## src/rtl/serial_add_pkg.sv

```systemverilog
// Shared FSM encoding for the bit-serial adder sequencer.
package serial_add_pkg;
   localparam int STATE_W = 2;
   typedef logic [STATE_W-1:0] state_t;
   localparam state_t IDLE  = 2'd0;
   localparam state_t SHIFT = 2'd1;
   localparam state_t DONE  = 2'd2;
endpackage

```

## src/rtl/serial_add_ctrl_full_adder.sv

```systemverilog
// One-bit full adder built from two half adders; the arithmetic core of serial_add_ctrl.
module half_adder (
   input  logic x,
   input  logic y,
   output logic s,
   output logic c
);
   assign s = x ^ y;
   assign c = x & y;
endmodule

module full_adder_cell (
   input  logic a,
   input  logic b,
   input  logic ci,
   output logic s,
   output logic co
);
   logic s0, c0, c1;

   half_adder u_ha0 (.x(a),  .y(b),  .s(s0), .c(c0));
   half_adder u_ha1 (.x(s0), .y(ci), .s(s),  .c(c1));

   assign co = c0 | c1;
endmodule

```

## src/rtl/serial_add_ctrl.sv

```systemverilog
// Bit-serial W-bit adder with valid/ready on both sides; LSB-first through one full adder.
// Define SERIAL_ADD_SUB_EN to add the sub port (subtract via ~b with carry-in 1).
module serial_add_ctrl
   import serial_add_pkg::*;
#(
   parameter int W = 8
) (
   input  logic         clk,
   input  logic         rst,
   input  logic         in_valid,
   output logic         in_ready,
   input  logic [W-1:0] a,
   input  logic [W-1:0] b,
`ifdef SERIAL_ADD_SUB_EN
   input  logic         sub,
`endif
   output logic         out_valid,
   input  logic         out_ready,
   output logic [W-1:0] sum,
   output logic         carry_out,
   output logic         busy
);
   localparam int CNT_W = $clog2(W + 1);
   localparam logic [CNT_W-1:0] LAST = CNT_W'(W - 1);

   state_t           state;
   logic [W-1:0]     a_sr, b_sr, res_sr, res_nxt;
   logic [CNT_W-1:0] cnt;
   logic             c;
   logic             fa_s, fa_co;

   full_adder_cell u_fa (
      .a  (a_sr[0]),
      .b  (b_sr[0]),
      .ci (c),
      .s  (fa_s),
      .co (fa_co)
   );

   // NOTE: default first, then override the MSB -- every path assigns, so no latch.
   always_comb begin
      res_nxt        = res_sr >> 1;
      res_nxt[W-1]   = fa_s;
   end

   // NOTE: sequential state uses <= only so all registers update from pre-edge values.
   always_ff @(posedge clk or posedge rst) begin
      if (rst) begin
         state     <= IDLE;
         a_sr      <= '0;
         b_sr      <= '0;
         res_sr    <= '0;
         cnt       <= '0;
         c         <= 1'b0;
         sum       <= '0;
         carry_out <= 1'b0;
      end else begin
         case (state)
            IDLE: begin
               if (in_valid) begin
                  a_sr  <= a;
`ifdef SERIAL_ADD_SUB_EN
                  b_sr  <= sub ? ~b : b;
                  c     <= sub;
`else
                  b_sr  <= b;
                  c     <= 1'b0;
`endif
                  cnt   <= '0;
                  state <= SHIFT;
               end
            end
            SHIFT: begin
               a_sr   <= a_sr >> 1;
               b_sr   <= b_sr >> 1;
               res_sr <= res_nxt;
               c      <= fa_co;
               cnt    <= cnt + CNT_W'(1);
               if (cnt == LAST) begin
                  sum       <= res_nxt;
                  carry_out <= fa_co;
                  state     <= DONE;
               end
            end
            DONE: begin
               if (out_ready) state <= IDLE;
            end
            default: state <= IDLE;
         endcase
      end
   end

   assign in_ready  = (state == IDLE);
   assign out_valid = (state == DONE);
   assign busy      = (state != IDLE);
endmodule
```

## config.mk

```make
export PLATFORM = sky130hd
export DESIGN_NAME = serial_add_ctrl
export DESIGN_NICKNAME = d
export VERILOG_FILES = /design/src/rtl/serial_add_pkg.sv /design/src/rtl/serial_add_ctrl_full_adder.sv /design/src/rtl/serial_add_ctrl.sv
export SDC_FILE = /design/constraint.sdc
export NUM_CORES = 1
export LEC_CHECK = 0
export BUFFER_PORTS_ARGS = -buffer_cell sky130_fd_sc_hd__buf_4
export CAP_MARGIN = 20
export CORE_ASPECT_RATIO = 0.9
export CORE_UTILIZATION = 45
export CTS_BUF_LIST = sky130_fd_sc_hd__clkbuf_8
export CTS_CLUSTER_SIZE = 25
export DETAILED_ROUTE_END_ITERATION = 8
export PLACE_DENSITY = 0.74
export SYNTH_ARGS = -nofsm -noshare
export SYNTH_HDL_FRONTEND = slang
export SYNTH_SLANG_ARGS = --single-unit
export TNS_END_PERCENT = 5
```

## constraint.sdc

```tcl
create_clock -name clk -period 2.1 [get_ports clk]
set_clock_uncertainty 0.15 [all_clocks]
set_input_delay 0 -clock clk [delete_from_list [all_inputs] [get_ports clk]]
set_output_delay 0 -clock clk [all_outputs]
set_load 0.02 [all_outputs]
```

==> impl_metrics.yaml, run 1 <==
layout:
  stdcell_area_sq_um: 2333
  post_route_cells_drive_above_1_share_pct: 26.03
  design.final.nets: 240
  layoutNonFillerInstCount: 265
  antennaDiodeCount: 0
  area_delta_synth_final_pct: 34.27
  finalCoreUtilization_pct: 62.99
setup_path:
  critical_path.cell_chain: "buf_4, o21bai_1, buf_4, a32o_1, dlygate4sd3_1"
  timing.critical_path.buf_inv: 3
  cp_common_cell: "sky130_fd_sc_hd__buf_4"
  worst-endpoint-arrival_ns: 1.97
  critical_path_required_ns: 2.12
  crit_path_start_kind: "flop"
  critical-path-max-stage-delay_ns: 0.55
  crit_fanout: 21
  critical_path.endpoint_type: "flop"
  slowest_stage: "sky130_fd_sc_hd__dlygate4sd3_1"
  path_delay_family: "buffers and inverters"
  critPathKind: "reg2reg"
placed_design:
  detailedPlacementHpwl_mm: 2.413
  placedInstanceArea_sq_um: 2051
  port_buffers: 31
  dp_cells: 242
  dp_slack_ns: 0.3417
  gpl.final_weighted_congestion: 0.8650
global_route:
  grt_remaining_overflow: 0
  grt_util_all_layers_pct: 21.24
  number_of_antenna_violations_at_the_first_check_in_global_routing: 0
  global_route_wire_length_before_repair_mm: 6.244
  number_of_global_route_vias_before_repair: 1373
  pin_count_of_the_biggest_net_entering_global_routing: 40
clock_tree:
  cts_max_level: 2
  cts_made_buffers: 5
  cts.reportedPaths.clkPinSlew_ns: 0.08
  cts_resized: 0
  root_buf_cell: "sky130_fd_sc_hd__clkbuf_8"
  clock_tree.buffer_depth: 2
  clkLatencyLatePin_ns: 0.29
  clock-sinks: 39
  cts_tree: "built"
sta:
  final_max_slew_viol_count: 0
  final_hold_viol_count: 1
  final.period_utilization_pct: 92.73
  holdWs_ns: -0.007886
  worst_pin_slew_ns: 0.4986
  achievable-frequency_mhz: 513.5
  worst_setup_slack_final_ns: 0.1528
  grt_setup_unrepaired: "no"
  setup_total_negative_slack_ns: 0
  slew_headroom_pct: 66.65
  setup_viol: 0
  period_minus_slack_ns: 1.947
synth:
  ys_ff_latch: 39
  synth_cells: 166
  synth.top_cells.by_area: "sky130_fd_sc_hd__dfrtp_1, sky130_fd_sc_hd__nand2_1, sky130_fd_sc_hd__mux2_2, sky130_fd_sc_hd__a21oi_1, sky130_fd_sc_hd__o21ai_0"
  synth_cell_types: 23
  ys_warn_count: 0
  synth_top_area_share_pct: 56.16
  synth_nets: 188
  post_synth.cell_area_avg_sq_um: 10.47
  synth.cell_area_sq_um: 1738
  synth_area_leader_cell: "sky130_fd_sc_hd__dfrtp_1"
  synth_seq_area_share_pct: 56.16
floorplan:
  die_w_um: 67.51
  coreArea_sq_um: 3705
  initial_core_util_pct: 46.91
  design.die.area_sq_um: 4115
  floorplan.die.height_um: 60.96
  io_pins: 32
  count_of_standard_cell_rows: 21
detailed_routing:
  first_pass_iters: 4
  routed-via-count: 1384
  route.detailed.drc: 0
  routed_wl_mm: 3.655
  wl_per_cell_um: 13.79
  route.antenna.remaining_nets: 0
  vias_per_std_cell: 5.223
  dr.first_iter.drc_count: 53
pwr:
  power_density_nw_per_um2: 1325
  power.static_leakage_nw: 1.166
  power_total_mw: 3.092
  ir_worst_vdd_mv: 0.6502
status:
  status: "complete, but fails checks"
  violations: "hold timing"
worst_hold_path:
  worst_hold_path_type: "in2reg"
flow_run:
  maxCapViolCount: 0
where the power goes:
group / switching [mW] / internal, mW
sequential: 0.206 / 1.05
clock: 0.253 / 0.470
combinational: 0.588 / 0.528
final timing paths:
| kind | from | end | slack (ns) | cells after the start |
|---|---|---|---|---|
| min in group asynchronous | rst | res_sr[7] | 0.23 | 4 |
| max reg2reg | state[1] | b_sr[7] | 0.15 | 5 |
| max | state[1] | b_sr[7] | 0.15 | 5 |
| max in group asynchronous | rst | a_sr[4] | 1.22 | 4 |
| min reg2reg | a_sr[2] | a_sr[2] | 0.33 | 2 |
| min | a[5] | a_sr[5] | -0.008 | 4 |
logic make-up after synthesis:
family | share of synthesized area, %
multiplexers | 6.480
flip-flops | 56.16
AO/OA/AOI/OAI | 15.19
buffers and inverters | 2.808
adder cells (fa/ha/maj) | 1.872
AND/OR/NAND/NOR | 17.50
placed cells by master (no fill, tap or decap):
cell type	Yosys	layout
sky130_fd_sc_hd__and3b_1	9	9
sky130_fd_sc_hd__nor2b_1	9	9
sky130_fd_sc_hd__fa_1	1	1
sky130_fd_sc_hd__nand2_1	33	33
sky130_fd_sc_hd__a22o_1	3	3
sky130_fd_sc_hd__o21ai_0	16	16
sky130_fd_sc_hd__nand3_1	1	1
sky130_fd_sc_hd__dlygate4sd3_1	0	15
sky130_fd_sc_hd__nand2b_1	1	1
sky130_fd_sc_hd__a22oi_1	6	6
sky130_fd_sc_hd__bufinv_16	0	2
sky130_fd_sc_hd__a21oi_1	16	16
sky130_fd_sc_hd__and2_0	1	1
sky130_fd_sc_hd__o31ai_1	1	1
sky130_fd_sc_hd__dfrtp_1	39	39
sky130_fd_sc_hd__mux2_2	10	10
sky130_fd_sc_hd__nor2_1	3	3
sky130_fd_sc_hd__ha_1	1	1
sky130_fd_sc_hd__clkbuf_8	0	5
sky130_fd_sc_hd__nor3_4	1	1
sky130_fd_sc_hd__buf_4	1	39
sky130_fd_sc_hd__a32o_1	1	1
sky130_fd_sc_hd__a21o_1	1	1
sky130_fd_sc_hd__o21bai_1	1	1
sky130_fd_sc_hd__inv_1	3	4
Yosys cell counts, drive strengths merged:
library cell   n
mux2          10
nand2b         1
a22o           3
buf            1
and3b          9
clkbuf         8
nor2b          9
a32o           1
nor2           3
fa             1
a21oi         16
o31ai          1
o21bai         1
and2           1
o21ai         16
a21o           1
dfrtp         39
inv            3
nand3          1
ha             1
a22oi          6
nand2         33
nor3           1
layout make-up:
type                       instances  area (sq um)
sequential                        39         975.9
clock buffer                       5         68.82
clock inverter                     3         63.81
fill                             301          1371
timing repair buffer              54         442.9
multi-input combinational        115         713.2
inverter                           3         11.26
tap                               46         57.56
state kept, by name, indices dropped and copies added, names as in the netlist:
name       cells
a_sr           8
b_sr           8
c              1
carry_out      1
cnt            4
res_sr         7
state          2
sum            8
timing repair:
| action | in CTS | in global routing |
|---|---|---|
| endpoints found under the hold margin | 52 | 0 |
| setup buffers | 0 | 0 |
| setup endpoints to repair | 0 | 0 |
| hold buffers | 15 | 0 |
tightest hold or removal path, delay by kind of cell:
kind / cells / cell delay, ns
buffers and inverters: 1 / 0.07
and+or+nand+nor: 1 / 0.14
AOI/OAI and AO/OA: 2 / 0.18
routing by layer:
layer	track usage (%)	wire length, um
met1	28.02	1689
met2	32.96	1766
met3	6.015	127
met4	8.815	72
met5	0	0
Note: power is estimated with default switching activity, not from simulation.
==> run 2: changes to the inputs <==
--- a/config.mk
+++ b/config.mk
@@ -8,11 +8,13 @@
 export BUFFER_PORTS_ARGS = -buffer_cell sky130_fd_sc_hd__buf_4
 export CAP_MARGIN = 20
 export CORE_ASPECT_RATIO = 0.9
+export CORE_MARGIN = 2
 export CORE_UTILIZATION = 45
 export CTS_BUF_LIST = sky130_fd_sc_hd__clkbuf_8
 export CTS_CLUSTER_SIZE = 25
 export DETAILED_ROUTE_END_ITERATION = 8
 export PLACE_DENSITY = 0.74
+export REMOVE_ABC_BUFFERS = 1
 export SYNTH_ARGS = -nofsm -noshare
 export SYNTH_HDL_FRONTEND = slang
 export SYNTH_SLANG_ARGS = --single-unit
==> run 2 against run 1 <==
Effect of this change: die area rose by 6.3%; global-route usage down 2.8 points; register-to-register slack is essentially flat; critical path depth is 1 lower; first-iteration DRC count rose by 79%; the flow now finishes without violations; worst setup slack improved by 0.0076 ns; cell area shrank 1.3%; via count decreased by 0.22%; critical endpoint unchanged; sequential power about the same; core utilization is 0.81 points lower; non-clock buffer count shrank 2; hold slack better by 0.028 ns; largest cell class unchanged.
==> impl_metrics.yaml, run 2 (synthesis gave the netlist of run 1 again) <==
sta:
  slew_headroom_pct: 67.41
  setup_total_negative_slack_ns: 0
  period_minus_slack_ns: 1.940
  setup_viol: 0
  worst_pin_slew_ns: 0.4873
  final.period_utilization_pct: 92.37
  grt_setup_unrepaired: "no"
  achievable-frequency_mhz: 515.5
  final_hold_viol_count: 0
  final_max_slew_viol_count: 0
  holdWs_ns: 0.02025
clock_tree:
  cts.reportedPaths.clkPinSlew_ns: 0.08
  cts.repair_timing.setup_buffer_count: 0
  cts_max_level: 2
  clkLatencyLatePin_ns: 0.29
  cts_made_buffers: 5
  clock-sinks: 39
  cts_tree: "built"
  clock_tree.buffer_depth: 2
  root_buf_cell: "sky130_fd_sc_hd__clkbuf_8"
floorplan:
  design.die.area_sq_um: 4376
  io_pins: 32
  initial_core_util_pct: 46.91
  coreArea_sq_um: 3705
  count_of_standard_cell_rows: 21
  floorplan.die.height_um: 62.96
  die_w_um: 69.51
detailed_routing:
  route.antenna.remaining_nets: 0
  vias_per_std_cell: 5.251
  wl_per_cell_um: 14.30
  routed-via-count: 1381
  dr.first_iter.drc_count: 95
  first_pass_iters: 4
  route.detailed.drc: 0
  routed_wl_mm: 3.761
pwr:
  comb_power_share_pct: 36.2
  clock_power_share_pct: 21.5
  power.static_leakage_nw: 1.148
  swShare_pct: 35.14
  ir_worst_vdd_mv: 0.6850
  netSwitchingPower_mw: 1.052
  sequentialPowerShare_pct: 42.3
  internal-power_mw: 1.941
  power_density_nw_per_um2: 1299
flow_run:
  maxCapViolCount: 0
layout:
  area_delta_synth_final_pct: 32.54
  design.final.nets: 238
  layout.cells.most_common_list: "sky130_fd_sc_hd__dfrtp_1, sky130_fd_sc_hd__buf_4, sky130_fd_sc_hd__nand2_1, sky130_fd_sc_hd__a21oi_1, sky130_fd_sc_hd__o21ai_0"
  antennaDiodeCount: 0
  final_common_cell: "sky130_fd_sc_hd__dfrtp_1"
  post_route_cells_drive_above_1_share_pct: 25.81
  reg_top3: "a_sr: 8 flops, b_sr: 8 flops, sum: 8 flops"
global_route:
  pin_count_of_the_biggest_net_entering_global_routing: 40
  grt_util_all_layers_pct: 18.47
  grt_remaining_overflow: 0
  number_of_antenna_violations_at_the_first_check_in_global_routing: 0
  global_route_wire_length_before_repair_mm: 6.423
  number_of_global_route_vias_before_repair: 1380
placed_design:
  port_buffers: 31
  detailedPlacementHpwl_mm: 2.498
  gpl.final_weighted_congestion: 0.8240
setup_path:
  crit-reg2reg-launch: "state[0]"
  worst-endpoint-arrival_ns: 1.97
  crit_cells: 4
  critical_path.endpoint_type: "flop"
  critPathKind: "reg2reg"
  critical_path.cell_chain: "buf_4, nor2_1, a32o_1, dlygate4sd3_1"
  path_delay_family: "buffers and inverters"
  timing.reg2reg.setup_slack_ns: 0.16
  regToRegEndpoint: "b_sr[7]"
  crit_path_start_kind: "flop"
  crit_path_start: "state[0]"
  critical-path-max-stage-delay_ns: 0.55
  endpoint: "b_sr[7]"
  slowest_stage: "sky130_fd_sc_hd__dlygate4sd3_1"
  crit_fanout: 25
  critical_path_required_ns: 2.13
  worstRegToRegCells: 4
  timing.critical_path.buf_inv: 2
worst_hold_path:
  worst_hold_path_type: "in2reg"
status:
  status: "finished, final reports clean"
## run 2: cell types whose count changed in the layout (fill, tap and decap cells not counted), sizes merged
cell / previous run / this run
buf: 39 / 37
bufinv: 2 / 1
clkbuf: 5 / 6
clkinv: 0 / 1
inv: 4 / 3
## run 2: worst register-to-register path: stages, from the launching register on
cell and delay [ns]:
sky130_fd_sc_hd__dfrtp_1 0.47, sky130_fd_sc_hd__buf_4 0.29, sky130_fd_sc_hd__nor2_1 0.11, sky130_fd_sc_hd__a32o_1 0.26
sky130_fd_sc_hd__dlygate4sd3_1 0.55
## run 2: cell type report
class	count	area, sq um
Inverter	3	11.26
Multi-Input combinational cell	115	713.2
Sequential cell	39	975.9
Fill cell	287	1401
Clock buffer	6	82.58
Timing Repair Buffer	52	427.9
Tap cell	46	57.56
Clock inverter	2	35.03
## run 2: power by group through the flow
stage	registers [mW]	logic, mW	clock network (mW)
detailed placement	1.28	1.06	0
floorplan	1.34	0.570	0
global route	1.31	1.21	0.696
CTS	1.27	1.09	0.655
finish	1.26	1.08	0.645
global placement	1.26	1.03	0
## run 2: metrics by stage
stage / instances / utilization, % / setup slack, ns / instance area [sq um] / total power, mW
2_1_floorplan: 157 / - / 0.03844 / 1700 / 1.909
3_3_place_gp: 240 / 54.95 / 0.4194 / 2036 / 2.282
3_5_place_dp: 240 / 54.95 / 0.3343 / 2036 / 2.341
4_1_cts: 263 / 62.17 / 0.1621 / 2303 / 3.015
5_1_grt: 263 / 62.17 / 0.06695 / 2303 / 3.213
6_report: 263 / 62.17 / 0.1603 / 2303 / 2.993
## run 2: worst min path at each step
| stage | startpoint | endpoint | slack, ns | depth (start not counted) |
|---|---|---|---|---|
| finish | a[0] | a_sr[0] | 0.02 | 4 |
| global route | b[6] | b_sr[6] | 0.05 | 4 |
| CTS | b[5] | b_sr[5] | 0.006 | 4 |
| detailed placement | rst | res_sr[1] | 0.004 | 3 |
| global placement | rst | res_sr[1] | -0.002 | 3 |
| floorplan | out_ready | state[1] | 0.005 | 2 |
## run 2: metal layers
| metal | track usage, % | up-vias | wire length, um |
|---|---|---|---|
| li1 | - | 673 | - |
| met1 | 25.47 | 663 | 1647 |
| met2 | 28.61 | 39 | 1918 |
| met3 | 4.355 | 6 | 144 |
| met4 | 6.618 | 0 | 50 |
| met5 | 0 | - | 0 |
## run 2: repair_timing
action,CTS,global route
hold buffers,15,0
gates resized for setup,0,0
endpoints found under the hold margin,52,0
==> run 3: changes to the inputs <==
--- a/config.mk
+++ b/config.mk
@@ -14,6 +14,7 @@
 export CTS_CLUSTER_SIZE = 25
 export DETAILED_ROUTE_END_ITERATION = 8
 export PLACE_DENSITY = 0.74
+export RECOVER_POWER = 50
 export REMOVE_ABC_BUFFERS = 1
 export SYNTH_ARGS = -nofsm -noshare
 export SYNTH_HDL_FRONTEND = slang
==> run 3 against run 2 <==
Effect of this change: fmax about the same; largest power group unchanged; sequential power about the same; final cell count unchanged; routed wire length decreased by 0.24%; hold slack about the same; via count increased by 0.22%; worst setup slack improved by 0.0017 ns; global-route usage unchanged; highest routed layer unchanged; critical endpoint unchanged; clock power about the same; core utilization decreased by 0.68 points; critical path depth unchanged.
==> impl_metrics.yaml, run 3 (synthesis gave the netlist of run 1 again) <==
floorplan:
  io_pins: 32
  count_of_standard_cell_rows: 21
  coreArea_sq_um: 3705
  die_w_um: 69.51
  floorplan.die.height_um: 62.96
  initial_core_util_pct: 46.91
  design.die.area_sq_um: 4376
sta:
  setup_total_negative_slack_ns: 0
  final_max_slew_viol_count: 0
  final_hold_viol_count: 0
  grt_setup_unrepaired: "no"
  holdWs_ns: 0.02014
  achievable-frequency_mhz: 516.0
  period_minus_slack_ns: 1.938
  slew_headroom_pct: 37.69
  worst_pin_slew_ns: 0.9346
  final.period_utilization_pct: 92.29
  setup_viol: 0
detailed_routing:
  route.detailed.drc: 0
  routed_wl_mm: 3.752
  first_pass_iters: 4
  routed-via-count: 1384
  vias_per_std_cell: 5.262
  dr.first_iter.drc_count: 93
  wl_per_cell_um: 14.27
  route.antenna.remaining_nets: 0
setup_path:
  timing.critical_path.buf_inv: 2
  crit-reg2reg-launch: "state[0]"
  critical_path_required_ns: 2.13
  critical_path.cell_chain: "buf_4, nor2_1, a32o_1, dlygate4sd3_1"
  path_delay_family: "buffers and inverters"
  crit_fanout: 25
  crit_path_start: "state[0]"
  slowest_stage: "sky130_fd_sc_hd__dlygate4sd3_1"
  crit_path_start_kind: "flop"
  critical-path-max-stage-delay_ns: 0.55
  regToRegEndpoint: "b_sr[7]"
  critical_path.endpoint_type: "flop"
  worst-endpoint-arrival_ns: 1.97
  critPathKind: "reg2reg"
  worstRegToRegCells: 4
  timing.reg2reg.setup_slack_ns: 0.16
worst_hold_path:
  worst_hold_path_type: "in2reg"
  timing.hold.worst_endpoint: "a_sr[0]"
  timing.hold.worst_path_depth: 4
  startpoint_of_the_tightest_hold_check_path: "a[0]"
pwr:
  ir_worst_vdd_mv: 0.6730
  netSwitchingPower_mw: 1.051
  swShare_pct: 35.58
  power_total_mw: 2.954
  internal-power_mw: 1.903
  sequentialPowerShare_pct: 42.7
  clock_power_share_pct: 21.9
  power_density_nw_per_um2: 1297
  power.static_leakage_nw: 1.123
  comb_power_share_pct: 35.4
clock_tree:
  clock-sinks: 39
  cts.repair_timing.setup_buffer_count: 0
  cts_max_level: 2
  clkLatencyLatePin_ns: 0.29
  cts_made_buffers: 5
  cts.reportedPaths.clkPinSlew_ns: 0.08
  clock_tree.buffer_depth: 2
  root_buf_cell: "sky130_fd_sc_hd__clkbuf_8"
  cts_tree: "built"
layout:
  final_common_cell: "sky130_fd_sc_hd__dfrtp_1"
  post_route_cells_drive_above_1_share_pct: 23.04
  area_delta_synth_final_pct: 31.10
  reg_top3: "a_sr: 8 flops, b_sr: 8 flops, sum: 8 flops"
  layoutNonFillerInstCount: 263
  antennaDiodeCount: 0
  design.final.nets: 238
  finalCoreUtilization_pct: 61.50
  layout.cells.most_common_list: "sky130_fd_sc_hd__dfrtp_1, sky130_fd_sc_hd__nand2_1, sky130_fd_sc_hd__buf_4, sky130_fd_sc_hd__a21oi_1, sky130_fd_sc_hd__o21ai_0"
global_route:
  grt_remaining_overflow: 0
  pin_count_of_the_biggest_net_entering_global_routing: 40
  grt_util_all_layers_pct: 18.47
  number_of_antenna_violations_at_the_first_check_in_global_routing: 0
  global_route_wire_length_before_repair_mm: 6.423
  number_of_global_route_vias_before_repair: 1380
status:
  status: "finished, final reports clean"
placed_design:
  port_buffers: 31
  detailedPlacementHpwl_mm: 2.498
  gpl.final_weighted_congestion: 0.8240
  dp_cells: 240
flow_run:
  maxCapViolCount: 0
-- run 3: cell types whose count changed in the layout (fill, tap and decap cells not counted) --
cell / before / now
sky130_fd_sc_hd__buf_4: 37 / 29
sky130_fd_sc_hd__clkbuf_2: 0 / 1
sky130_fd_sc_hd__clkbuf_1: 0 / 6
sky130_fd_sc_hd__clkbuf_4: 0 / 1
-- run 3: through the flow --
stage,worst slack (ns),instance area (sq um)
after floorplan,0.03844,1700
after global placement,0.4194,2036
after detailed placement,0.3343,2036
after CTS,0.1621,2303
after global routing,0.06695,2278
final,0.1620,2278
-- run 3: per-layer routing --
layer | GRT usage (%) | vias up | share of wire (%)
li1 | - | 671 | -
met1 | 25.47 | 665 | 44
met2 | 28.61 | 42 | 51
met3 | 4.355 | 6 | 3.8
met4 | 6.618 | 0 | 1.3
met5 | 0 | - | 0
-- run 3: cell type report --
class / instances / area (sq um)
Multi-Input combinational cell: 115 / 713.2
Clock buffer: 6 / 82.58
Clock inverter: 2 / 35.03
Tap cell: 46 / 57.56
Fill cell: 296 / 1426
Sequential cell: 39 / 975.9
Timing Repair Buffer: 52 / 402.9
Inverter: 3 / 11.26
-- run 3: worst min-delay path, delay by kind of cell --
family,cells,cell delay (ns)
AOI/OAI and AO/OA,2,0.20
and+or+nand+nor,1,0.14
buffers and inverters,1,0.08
-- run 3: worst max-delay path by stage --
stage	end	slack (ns)	depth (start not counted)
4_1_cts	b_sr[7]	0.16	4
5_1_grt	b_sr[7]	0.07	4
2_1_floorplan	carry_out	0.04	3
3_3_place_gp	sum[5]	0.42	4
6_report	b_sr[7]	0.16	4
3_5_place_dp	sum[2]	0.33	4
-- run 3: power groups by stage --
| stage | registers, mW | clock network, mW | logic [mW] |
|---|---|---|---|
| after detailed placement | 1.28 | 0 | 1.06 |
| after CTS | 1.27 | 0.655 | 1.09 |
| after floorplan | 1.34 | 0 | 0.570 |
| after global routing | 1.31 | 0.696 | 1.17 |
| final | 1.26 | 0.646 | 1.05 |
| after global placement | 1.26 | 0 | 1.03 |
-- run 3: repair_timing --
action / in CTS / in global routing
endpoints found under the hold margin: 52 / 0
hold buffers: 15 / 0
gates resized for setup: 0 / 0
